File: src/rtl/snx_pkg.sv
// snx_pkg: shared constants for the SNX memory-mapped I/O block.
// Register indices, address decode bit and CTRL/STATUS bit positions.
package snx_pkg;

  typedef enum logic [1:0] {
    IO_SW   = 2'd0,
    IO_LED  = 2'd1,
    IO_CNT  = 2'd2,
    IO_CTRL = 2'd3
  } io_reg_e;

  localparam int IO_BASE_BIT = 15;
  localparam int CTRL_EN     = 0;
  localparam int CTRL_CLR    = 1;
  localparam int STATUS_OVF  = 1;

  function automatic logic [15:0] status_word(
    input logic ovf,
    input logic en
  );
    logic [15:0] s;
    s = '0;
    s[STATUS_OVF] = ovf;
    s[CTRL_EN]    = en;
    return s;
  endfunction

endpackage

File: src/rtl/snx_debounce.sv
// snx_debounce: 2-flop synchroniser plus whole-word debouncer.
// Ports: m_clock, p_reset (sync, high), din (async), dout (stable word).
module snx_debounce #(
  parameter int WIDTH    = 8,
  parameter int DEBOUNCE = 4
) (
  input  logic             m_clock,
  input  logic             p_reset,
  input  logic [WIDTH-1:0] din,
  output logic [WIDTH-1:0] dout
);

  localparam int CW = (DEBOUNCE > 2) ? $clog2(DEBOUNCE) : 1;
  localparam logic [CW-1:0] LAST = CW'(DEBOUNCE - 1);

  logic [WIDTH-1:0] sync1;
  logic [WIDTH-1:0] sync2;
  logic [CW-1:0]    cnt;

  // cnt counts consecutive cycles that sync2 differs from dout,
  // regardless of which differing value it holds.
  always_ff @(posedge m_clock) begin
    if (p_reset) begin
      sync1 <= '0;
      sync2 <= '0;
      cnt   <= '0;
      dout  <= '0;
    end else begin
      sync1 <= din;
      sync2 <= sync1;
      if (sync2 == dout) begin
        cnt <= '0;
      end else if (cnt == LAST) begin
        dout <= sync2;
        cnt  <= '0;
      end else begin
        cnt <= cnt + CW'(1);
      end
    end
  end

endmodule

File: src/rtl/snx_io.sv
// snx_io: I/O peripheral in the upper half of the SNX data space.
// Ports: bus (adrs, datao, strobes), sw_in, datai_io/io_sel, led.
module snx_io
  import snx_pkg::*;
#(
  parameter int DEBOUNCE = 4,
  parameter int PRESCALE = 10
) (
  input  logic        m_clock,
  input  logic        p_reset,
  input  logic [15:0] adrs,
  input  logic [15:0] datao,
  input  logic        memory_read,
  input  logic        memory_write,
  input  logic [7:0]  sw_in,
  output logic [15:0] datai_io,
  output logic        io_sel,
  output logic [7:0]  led
);

  localparam int PW =
    (PRESCALE > 1) ? $clog2(PRESCALE) : 1;
  localparam logic [PW-1:0] PLAST = PW'(PRESCALE - 1);

  logic          hit;
  logic          rd;
  logic          wr;
  io_reg_e       idx;
  logic [7:0]    sw_stable;
  logic [15:0]   count;
  logic [PW-1:0] pre;
  logic          en;
  logic          ovf;
  logic          tick;
  logic          clr;
  logic          ovf_set;
  logic          rd_stat;
  logic [15:0]   rd_val;
  logic          unused_bits;

  // adrs[14:2] alias, datao high byte has no destination.
  assign unused_bits = ^{adrs[14:2], datao[15:8]};

  assign hit = adrs[IO_BASE_BIT];
  assign idx = io_reg_e'(adrs[1:0]);
  assign rd  = memory_read && hit;
  assign wr  = memory_write && hit;

  snx_debounce #(
    .WIDTH    (8),
    .DEBOUNCE (DEBOUNCE)
  ) u_deb (
    .m_clock (m_clock),
    .p_reset (p_reset),
    .din     (sw_in),
    .dout    (sw_stable)
  );

  assign tick = en && (pre == PLAST);
  assign clr  = wr && (idx == IO_CTRL)
             && datao[CTRL_CLR];
  // A clear on the wrap edge suppresses the overflow.
  assign ovf_set = tick && (count == 16'hFFFF)
                && !clr;
  assign rd_stat = rd && (idx == IO_CTRL);

  always_comb begin
    rd_val = '0;
    unique case (idx)
      IO_SW:   rd_val = {8'h00, sw_stable};
      IO_LED:  rd_val = {8'h00, led};
      IO_CNT:  rd_val = count;
      IO_CTRL: rd_val = status_word(ovf, en);
    endcase
  end

  always_ff @(posedge m_clock) begin
    if (p_reset) begin
      datai_io <= '0;
      io_sel   <= 1'b0;
      led      <= '0;
      count    <= '0;
      pre      <= '0;
      en       <= 1'b0;
      ovf      <= 1'b0;
    end else begin
      io_sel <= rd;
      if (rd) begin
        datai_io <= rd_val;
      end
      if (wr && (idx == IO_LED)) begin
        led <= datao[7:0];
      end
      if (wr && (idx == IO_CTRL)) begin
        en <= datao[CTRL_EN];
      end
      if (clr) begin
        count <= '0;
        pre   <= '0;
      end else if (en) begin
        pre <= tick ? '0 : pre + PW'(1);
        if (tick) begin
          count <= count + 16'd1;
        end
      end
      // Set wins over the read-to-clear.
      if (ovf_set) begin
        ovf <= 1'b1;
      end else if (rd_stat) begin
        ovf <= 1'b0;
      end
    end
  end

endmodule

File: config.mk
export PLATFORM = sky130hd
export DESIGN_NAME = snx_io
export DESIGN_NICKNAME = d
export VERILOG_FILES = /design/src/rtl/snx_pkg.sv /design/src/rtl/snx_debounce.sv /design/src/rtl/snx_io.sv
export SDC_FILE = /design/constraint.sdc
export NUM_CORES = 1
export LEC_CHECK = 0
export BUFFER_PORTS_ARGS = -buffer_cell sky130_fd_sc_hd__buf_2
export CORE_MARGIN = 4
export CORE_UTILIZATION = 57
export DETAILED_ROUTE_END_ITERATION = 10
export PLACE_DENSITY = 0.87
export SETUP_SLACK_MARGIN = 0.2
export SLEW_MARGIN = 25
export SYNTH_ARGS = -nofsm -noshare
export SYNTH_HDL_FRONTEND = slang
export SYNTH_SLANG_ARGS = --single-unit
File: constraint.sdc
create_clock -name m_clock -period 4.9 [get_ports m_clock]
set_input_delay 0.49 -clock m_clock [delete_from_list [all_inputs] [get_ports m_clock]]
set_output_delay 0.49 -clock m_clock [all_outputs]
set_load 0.1 [all_outputs]
Word-level counts from Yosys, hierarchy flattened
Index checks and enable logic that the tools add are counted.
- register bits: 73
- bits of input ports: 44
- output and inout bits: 25
- word-level logic and storage cells: 42
- add/sub/neg operators: 3
- equality and inequality tests: 7
- mux-type cells: 4
- bitwise gates (word level): 1
- reductions and logical operators: 16
- operators with widths (cell ; number):
    $pmux 16 s4 ; 1
    $add 16x1->16 const B ; 1
    $eq 16x16->1 const B ; 1
    $logic_and 1x1->1 ; 9
    $eq 8x8->1 ; 1
    $eq 2x2->1 const B ; 3
    $add 4x1->4 const B ; 1
    $eq 4x4->1 const B ; 1
    $mux 4 ; 1
    $reduce_and 2->1 ; 2
    $reduce_or 3->1 ; 1
    $add 2x1->2 const B ; 1
    $eq 2x1->1 const B ; 1
    $logic_not 2->1 ; 1
    $mux 1 ; 2
    $reduce_bool 2->1 ; 1
    $reduce_or 2->1 ; 1
    $logic_not 1->1 ; 1
    $not 1->1 ; 1

Longest topological paths before layout
Gate-level depths: netlist (run 1).
- word-level depth: 6
- mapped depth: 7
- depth with buffers taken out: 6

Hierarchy
From an unflattened synthesis (run 1), not the netlist that was laid out.
- cells, all modules: 314
- area total of the unflattened synthesis: 3006.6 um^2
- modules (own cells, without submodules) (module ; times used ; cells each ; area an instance (um^2) ; sequential area each (um^2)):
    snx_io ; 1 ; 229 ; 2055.7 ; 940.9
    snx_debounce ; 1 ; 85 ; 950.9 ; 520.5

Least setup slack after synthesis (run 1)
OpenSTA, ideal clock, no wires.
- kind: flip-flop to flip-flop
- from: register pre[0]
- to: register count[14]
- setup time: 0.071 ns
- arrival: 1.941 ns
- data required time: 4.830 ns
- setup slack: 2.888 ns
- cell stages (with the launch flop): 7
- buffers on the path: 1
- period minus slack after synthesis: 2.012 ns
- cell sequence: dfxtp_1 ha_1 nand4b_4 or4_1 buf_2 or4_1 a21oi_1
- longest elaborated chain between the ends: 3
- RTL lines (what ; line ; RTL):
    from (decl) ; snx_io.sv:31 ; logic [PW-1:0] pre;
    from (signal assigned) ; snx_io.sv:101 ; pre <= tick ? '0 : pre + PW'(1);
    $eq 4x4->1 ; snx_io.sv:59 ; assign tick = en && (pre == PLAST);
    $logic_and 1x1->1 ; snx_io.sv:59 ;
    $reduce_and 2->1 (no source line) ; n/a ;
    to (signal assigned) ; snx_io.sv:103 ; count <= count + 16'd1;
    to (decl) ; snx_io.sv:30 ; logic [15:0] count;
Every way passes these cells.
A chain may end at the register's enable or synchronous reset.

Final worst setup path (run 1)
Same ends and word-level chain as after synthesis.

==> impl_results.md, run 1 <==
* Max FO, Critical Path at 9
* Avg Cell Area, Syn at 9.22 sq um
* Remaining antenna violation count after routing at 0
* Total wirelength of the detailed-routed design at 5.89 mm
* Reg2Reg Depth at 5
* Setup Slack @ Placement at about 2.6 ns
* Startpoint types: flip-flop
* Vias in the first global route at ~2.2k
* Final weighted congestion of routability-driven global placement at about 0.88
* Clock root buffer: sky130_fd_sc_hd__clkbuf_8
* TritonCTS clock tree: done
* Final Hold Slack at about 0.36 ns
* Die ar. at about 6500 sq um
* Maximum number of pins on one net before global-route repair at 63
* Number of different library cells in the post-synthesis netlist at 36
* Leakage component of the power at between 1 and 1.5 nW
* Clock Pin Slew Worst Setup and Hold Paths at 0.08 ns
* Post-layout minimum cycle time at 2.25 ns
* Critical path's most frequent cell: sky130_fd_sc_hd__or4_1
* Buffers on Ports at 47
* GR Overflow Total at 0
* Antenna diode instance count at 0
* Post-synth top area share at 0.486
* Number of synthesized flops with an enable pin at 0
* Sequential element share of the synthesized area at 0.486
* Power density over the cells at about 320 nW/um^2
* 1st-iter DRT viols at approximately 190
* Area growth from synthesis to layout at 13.7%
* Max-cap violations at 0
* F_max at 444 MHz
* Cell accounting for the most synthesized area: sky130_fd_sc_hd__dfxtp_1
* Placed cell areas at 3250 sq um
* Number of nets in the synthesized netlist at 374
* Most used flip-flop cell after synthesis: sky130_fd_sc_hd__dfxtp_1
* Synth area leaders: sky130_fd_sc_hd__dfxtp_1 49%, sky130_fd_sc_hd__mux2i_1 5.7%, sky130_fd_sc_hd__nor2_1 4.4%
* Count of final max-slew check failures at 0
* Run status: complete, no violations
* DRC violations left at 0
* Count of cells resized by post-cts repair at 0
* Latest clock arrival within the worst-skew pair at 0.34 ns
* First drt pass iteration count at 4
* Total standard cell area after synthesis at 3010 sq um
* Endpoint of the most critical setup path: count[14]$_SDFFE_PP0P_
* Slowest cell on the critical path: sky130_fd_sc_hd__or4_1
* Final std cells w/o fill at 440
* Reg-to-reg setup timing slack at about 2.6 ns
* TritonCTS buffer count at 9
* R2R Path End: count[14]$_SDFFE_PP0P_
* Vertical extent of the die at around 81 um
* Site Rows at 26
* Post-DP HPWL at 4.07 mm
* Async SR Flop Fraction at 0
* Fraction of layout instances using a drive strength above 1 at 0.176
* Total setup violations reported at the end of the flow at 0
* Category of the worst setup path capture point: flip-flop
* H-tree levels at 3
* Kind of cell adding the most delay to the critical path: simple AND/OR/NAND/NOR gates
* Std-Cell Core Area at roughly 5000 sq um
* Share of the clock period used by the worst path after layout at 0.460
* Count of warnings emitted by yosys at 0
* Peak per-stage delay on the critical path at about 0.69 ns
* Commonest non-fill, non-tap cell in the layout: sky130_fd_sc_hd__dfxtp_1
* Total count of hold-check failures in the final report at 0
* Final std cell area, no fill at 3420 sq um
* Maximum number of buffers from clock root to sink at 2
* Commonest non-fill, non-tap cells in the layout: 73 x sky130_fd_sc_hd__dfxtp_1, 47 x sky130_fd_sc_hd__buf_2, 35 x sky130_fd_sc_hd__nor2_1
* Required time of the critical path at between 5 and 6 ns
* Launching element of the worst setup path: pre[0]$_SDFFE_PP0P_
* Total number of nets in the final design at about 410
* Gr usage total at 0.195
* RSZ-0062 raised after global routing: false
* I/O pin count at approximately 70
* Transition time at the pin with the least slew margin at ~1.1 ns
* Chip Width at slightly above 80 um
* Worst-case clock skew at 0.00755 ns
* Final cell utilization of the core at 0.669
* CTS Hold Bufs at 0
* Via count at roughly 2.4k
* WP data arrival at 2.51 ns
* Total Power at roughly 1.1 mW
* Cells along the critical path: ha_1 -> nand4b_4 -> or4_1 -> or4_1 -> a21oi_1
* Total buffers and inverters traversed by the critical path at 0
* Cells after DPL at about 430
* Avg WL per Cell at 13.4 um
* Worst-case vdd ir drop at 224 uV
* Post-Route Setup TNS at 0 ns
* Via density at between 5 and 6
* Final WS setup at ~2.6 ns
* Gate count of the mapped netlist at around 330
* Reg2reg start: pre[0]$_SDFFE_PP0P_
* WS Path Type: reg2reg
* Post-CTS setup-driven buffer insertion count at 0
* Antenna violations before repair at 0
* Effective utilization at floorplan at 0.588
* Worst path depth at 5
* Max-slew headroom at the worst pin at 0.287
* Sinks on Clock Net at 73
* Register bit count reported by yosys at 73
* Class of the most critical hold timing path: in2reg
* First-pass GRT wire length at between 9 and 10 mm
worst min path at each step:
stage / startpoint / endpoint / slack (ns) / cells after the start
after floorplan: u_deb.cnt[0]$_SDFF_PP0_ / u_deb.cnt[0]$_SDFF_PP0_ / 0.41 / 1
after global placement: u_deb.cnt[0]$_SDFF_PP0_ / u_deb.cnt[0]$_SDFF_PP0_ / 0.41 / 1
after detailed placement: u_deb.sync1[4]$_SDFF_PP0_ / u_deb.sync2[4]$_SDFF_PP0_ / 0.42 / 1
after CTS: sw_in[4] / u_deb.sync1[4]$_SDFF_PP0_ / 0.35 / 2
after global routing: sw_in[3] / u_deb.sync1[3]$_SDFF_PP0_ / 0.36 / 2
final: sw_in[1] / u_deb.sync1[1]$_SDFF_PP0_ / 0.36 / 2
state kept, by name, summed over array words and instances (netlist names):
signal,cells
en,1
count,16
datai_io,16
led,8
io_sel,1
pre,4
u_deb.cnt,2
u_deb.sync2,8
u_deb.dout,8
ovf,1
u_deb.sync1,8
logic make-up (layout without fill, tap and decap cells):
group,Yosys count,after routing,share of synthesized area
AND/OR/NAND/NOR,144,144,0.249
multiplexers,19,19,0.0716
AO/OA/AOI/OAI,46,46,0.0953
XOR/XNOR,17,17,0.0495
adder cells (fa/ha/maj),4,4,0.0167
buffers and inverters,23,67,0.0321
flip-flops,73,73,0.486
metal layers:
layer  share of wire  track usage  vias up
li1                -            -     1204
met1            0.44        0.250     1108
met2            0.48        0.310       67
met3           0.057       0.0392       11
met4           0.021        0.103        0
met5               0            0        -
final cells by class:
cell class / count / area, sq um
Inverter: 4 / 15.0
Fill cell: 409 / 1690
Clock inverter: 5 / 33.8
Tap cell: 70 / 87.6
Timing Repair Buffer: 48 / 243
Multi-Input combinational cell: 230 / 1450
Clock buffer: 10 / 128
Sequential cell: 73 / 1460
cells in the mapped netlist, types with 2 or more instances:
| master | n |
|---|---|
| sky130_fd_sc_hd__nor2b_1 | 17 |
| sky130_fd_sc_hd__a21oi_1 | 20 |
| sky130_fd_sc_hd__nand3_1 | 4 |
| sky130_fd_sc_hd__or3_1 | 5 |
| sky130_fd_sc_hd__nand2b_1 | 17 |
| sky130_fd_sc_hd__nor4_1 | 4 |
| sky130_fd_sc_hd__buf_2 | 2 |
| sky130_fd_sc_hd__nand2_1 | 34 |
| sky130_fd_sc_hd__a211oi_1 | 6 |
| sky130_fd_sc_hd__dfxtp_1 | 73 |
| sky130_fd_sc_hd__clkbuf_1 | 15 |
| sky130_fd_sc_hd__or4_1 | 6 |
| sky130_fd_sc_hd__o21ai_0 | 5 |
| sky130_fd_sc_hd__xor2_1 | 2 |
| sky130_fd_sc_hd__inv_1 | 4 |
| sky130_fd_sc_hd__ha_1 | 4 |
| sky130_fd_sc_hd__mux2i_1 | 17 |
| sky130_fd_sc_hd__o31ai_1 | 4 |
| sky130_fd_sc_hd__nand4_1 | 6 |
| sky130_fd_sc_hd__nor3_1 | 9 |
| sky130_fd_sc_hd__mux4_2 | 2 |
| sky130_fd_sc_hd__xnor2_1 | 15 |
| sky130_fd_sc_hd__a22oi_1 | 8 |
| sky130_fd_sc_hd__nor2_1 | 35 |
report_power, final:
group	leakage (nW)	total [mW]	internal (mW)	switching (mW)
clock	0.0781	0.395	0.180	0.215
combinational	0.635	0.0950	0.0278	0.0672
sequential	0.593	0.613	0.606	0.00672
total	1.31	1.10	0.814	0.289
No activity file was read; power rests on OpenSTA's default activity.
==> inputs of run 2 (changes only) <==
--- a/config.mk
+++ b/config.mk
@@ -7,9 +7,9 @@
 export LEC_CHECK = 0
 export BUFFER_PORTS_ARGS = -buffer_cell sky130_fd_sc_hd__buf_2
 export CORE_MARGIN = 4
-export CORE_UTILIZATION = 57
+export CORE_UTILIZATION = 53
 export DETAILED_ROUTE_END_ITERATION = 10
-export PLACE_DENSITY = 0.87
+export PLACE_DENSITY = 0.82
 export SETUP_SLACK_MARGIN = 0.2
 export SLEW_MARGIN = 25
 export SYNTH_ARGS = -nofsm -noshare
==> constraint.sdc (replaced) <==
create_clock -name m_clock -period 2.1 [get_ports m_clock]
set_input_delay 0.21 -clock m_clock [delete_from_list [all_inputs] [get_ports m_clock]]
set_output_delay 0.21 -clock m_clock [all_outputs]
set_load 0.1 [all_outputs]
==> impl_results.md, run 2 (synthesis gave the netlist of run 1 again) <==
* Run status: complete, no violations
* Remaining antenna violation count after routing at 0 (unchanged)
* Maximum number of buffers from clock root to sink at 2 (unchanged)
* Clock Pin Slew Worst Setup and Hold Paths at 0.08 ns (about the same)
* Category of the worst setup path capture point: flip-flop
* Fraction of layout instances using a drive strength above 1 at 0.264 (+0.0886)
* Effective utilization at floorplan at 0.546 (-0.0427)
* Total count of hold-check failures in the final report at 0 (unchanged)
* Post-DP HPWL at 4.44 mm (+8.8%)
* Regs by FF count: count: 16 flops, datai_io: 16 flops
* Launch instance of the worst min-delay path: sw_in[1]
* Commonest non-fill, non-tap cells in the layout: 67 x sky130_fd_sc_hd__dfxtp_1, 47 x sky130_fd_sc_hd__buf_2, 35 x sky130_fd_sc_hd__nor2_1
* Worst hold path stage count at 2 (unchanged)
* Reg2Reg Depth at 6 (+1)
* Area growth from synthesis to layout at 22.0%
* Reg2reg start: count[0]$_SDFFE_PP0P_
* Site Rows at 27 (+3.8%)
* F_max at 536 MHz (+21%)
* Wire length on met3 at 414 um (+23%)
* Chip Width at 83.3 um (+3.3%)
* DRC violations left at 0 (unchanged)
* Met1 Routed Length at 2.71 mm (+4.1%)
* Transition time at the pin with the least slew margin at 0.529 ns (-0.538 ns)
* 1st-iter DRT viols at 164 (-15%)
* Commonest non-fill, non-tap cell in the layout: sky130_fd_sc_hd__dfxtp_1
* Launching element of the worst setup path: count[0]$_SDFFE_PP0P_
* Highest routing layer actually used: met4
* R2R Path End: count[12]$_SDFFE_PP0P_
* Worst-case clock skew at 0.00790 ns (+0.000353 ns)
* Met2 wirelength from detailed routing at 3.13 mm (+10%)
* Cells along the critical path: ha_4 -> nand2_2 -> or4_4 -> buf_4 -> or3_4 -> a21oi_2
* Buffers on Ports at 47 (unchanged)
* Count of final max-slew check failures at 0 (unchanged)
* CTS Hold Bufs at 0 (unchanged)
* Final weighted congestion of routability-driven global placement at 0.876 (-0.15%)
* Via count at 2480 (+3.8%)
* TritonCTS buffer count at 9 (unchanged)
* Total wirelength of the detailed-routed design at 6.36 mm (+7.8%)
* Vias in the first global route at 2380 (+7.8%)
* Share of the clock period used by the worst path after layout at 0.888 (+0.428)
* Avg WL per Cell at 13.9 um (+3.6%)
* Max-slew headroom at the worst pin at 0.647 (+0.360)
* Startpoint types: flip-flop
* Sinks on Clock Net at 73 (unchanged)
* Slowest cell on the critical path: sky130_fd_sc_hd__or4_4
* Total number of nets in the final design at 430 (+3.9%)
* Final Hold Slack at 0.0731 ns (-0.283 ns)
* Worst-case vdd ir drop at 478 uV (+110%)
* GR Overflow Total at 0 (unchanged)
* Gr usage total at 0.187 (-0.00875)
* Peak per-stage delay on the critical path at 0.57 ns (-0.12 ns)
* First drt pass iteration count at 5 (+1)
* Post-Route Setup TNS at 0 ns (unchanged)
* Via density at 5.41 (-0.31%)
* WS Path Type: reg2reg
* First-pass GRT wire length at 10.7 mm (+7.5%)
* Leakage component of the power at 1.42 nW (+8.8%)
* Max FO, Critical Path at 5 (-4)
* Power density over the cells at 746 nW/um^2 (+130%)
* Max-cap violations at 0 (unchanged)
* Antenna violations before repair at 0 (unchanged)
* Std-Cell Core Area at 5510 sq um (+7.8%)
* Post-layout minimum cycle time at 1.87 ns (-0.388 ns)
* Maximum number of pins on one net before global-route repair at 62 (-1.6%)
* Die ar. at 6940 sq um (+6.8%)
* Reg-to-reg setup timing slack at 0.23 ns (-2.41 ns)
* Endpoint of the worst hold path: u_deb.sync1[1]$_SDFF_PP0_
* H-tree levels at 3 (unchanged)
* Clock root buffer: sky130_fd_sc_hd__clkbuf_8
* Total setup violations reported at the end of the flow at 0 (unchanged)
* Class of the most critical hold timing path: in2reg
* Antenna diode instance count at 0 (unchanged)
* Vertical extent of the die at 83.3 um (+3.3%)
* Latest clock arrival within the worst-skew pair at 0.34 ns (about the same)
* Required time of the critical path at 2.38 ns (-2.78 ns)
* WP data arrival at 2.14 ns (-0.37 ns)
* TritonCTS clock tree: done
* RSZ-0062 raised after global routing: false
* I/O pin count at 69 (unchanged)
## run 2: metal layers
metal,up-vias,global-route usage
li1,1240,-
met1,1157,0.230
met4,0,0.0698
met3,8,0.0516
met2,75,0.310
met5,-,0
## run 2: final cells by class
cell class	instances	area (sq um)
fillers	445	1840
multi-input cells	230	1520
flip-flops and latches	73	1480
repair buffers	64	375
clock buffers	10	138
well taps	72	90.1
clock inverters	5	56.3
inverters	4	15.0
## run 2: worst max-delay path: cells and delay by family (launching register included)
family                   cells  cell delay [ns]
flip-flops                   1             0.38
adder cells (fa/ha/maj)      1             0.14
AND/OR/NAND/NOR              3             1.00
AO/OA/AOI/OAI                1             0.13
buffers and inverters        1             0.16
## run 2: per-stage QoR
| step | utilization | power, mW | instances | worst slack [ns] | cell area, sq um |
|---|---|---|---|---|---|
| final | 0.666 | 2.74 | 458 | 0.235 | 3670 |
| after global routing | 0.666 | 2.84 | 458 | 0.189 | 3670 |
| after CTS | 0.651 | 2.75 | 453 | 0.184 | 3590 |
| after detailed placement | 0.602 | 1.70 | 432 | 0.123 | 3310 |
| after global placement | 0.602 | 1.69 | 432 | 0.170 | 3310 |
| after floorplan | - | 1.64 | 326 | 0.207 | 3020 |
## run 2: where the power goes
group	internal, mW	switching [mW]	total [mW]	leakage, nW
logic	0.0744	0.161	0.235	0.726
clock network	0.572	0.504	1.08	0.0981
registers	1.41	0.0155	1.43	0.597
## run 2: worst max path at each step
stage / end / slack [ns]
floorplan: count[14]$_SDFFE_PP0P_ / 0.21
global placement: count[13]$_SDFFE_PP0P_ / 0.17
detailed placement: count[15]$_SDFFE_PP0P_ / 0.12
CTS: count[14]$_SDFFE_PP0P_ / 0.18
global route: count[13]$_SDFFE_PP0P_ / 0.19
finish: count[12]$_SDFFE_PP0P_ / 0.23
## run 2: what timing repair did
item / 4_1_cts / 5_1_grt
buffers inserted: 6 / 5
setup endpoints to repair: 4 / 5
gates resized for setup: 10 / 12
hold endpoints to repair: 0 / 0
pin swaps: 4 / 5
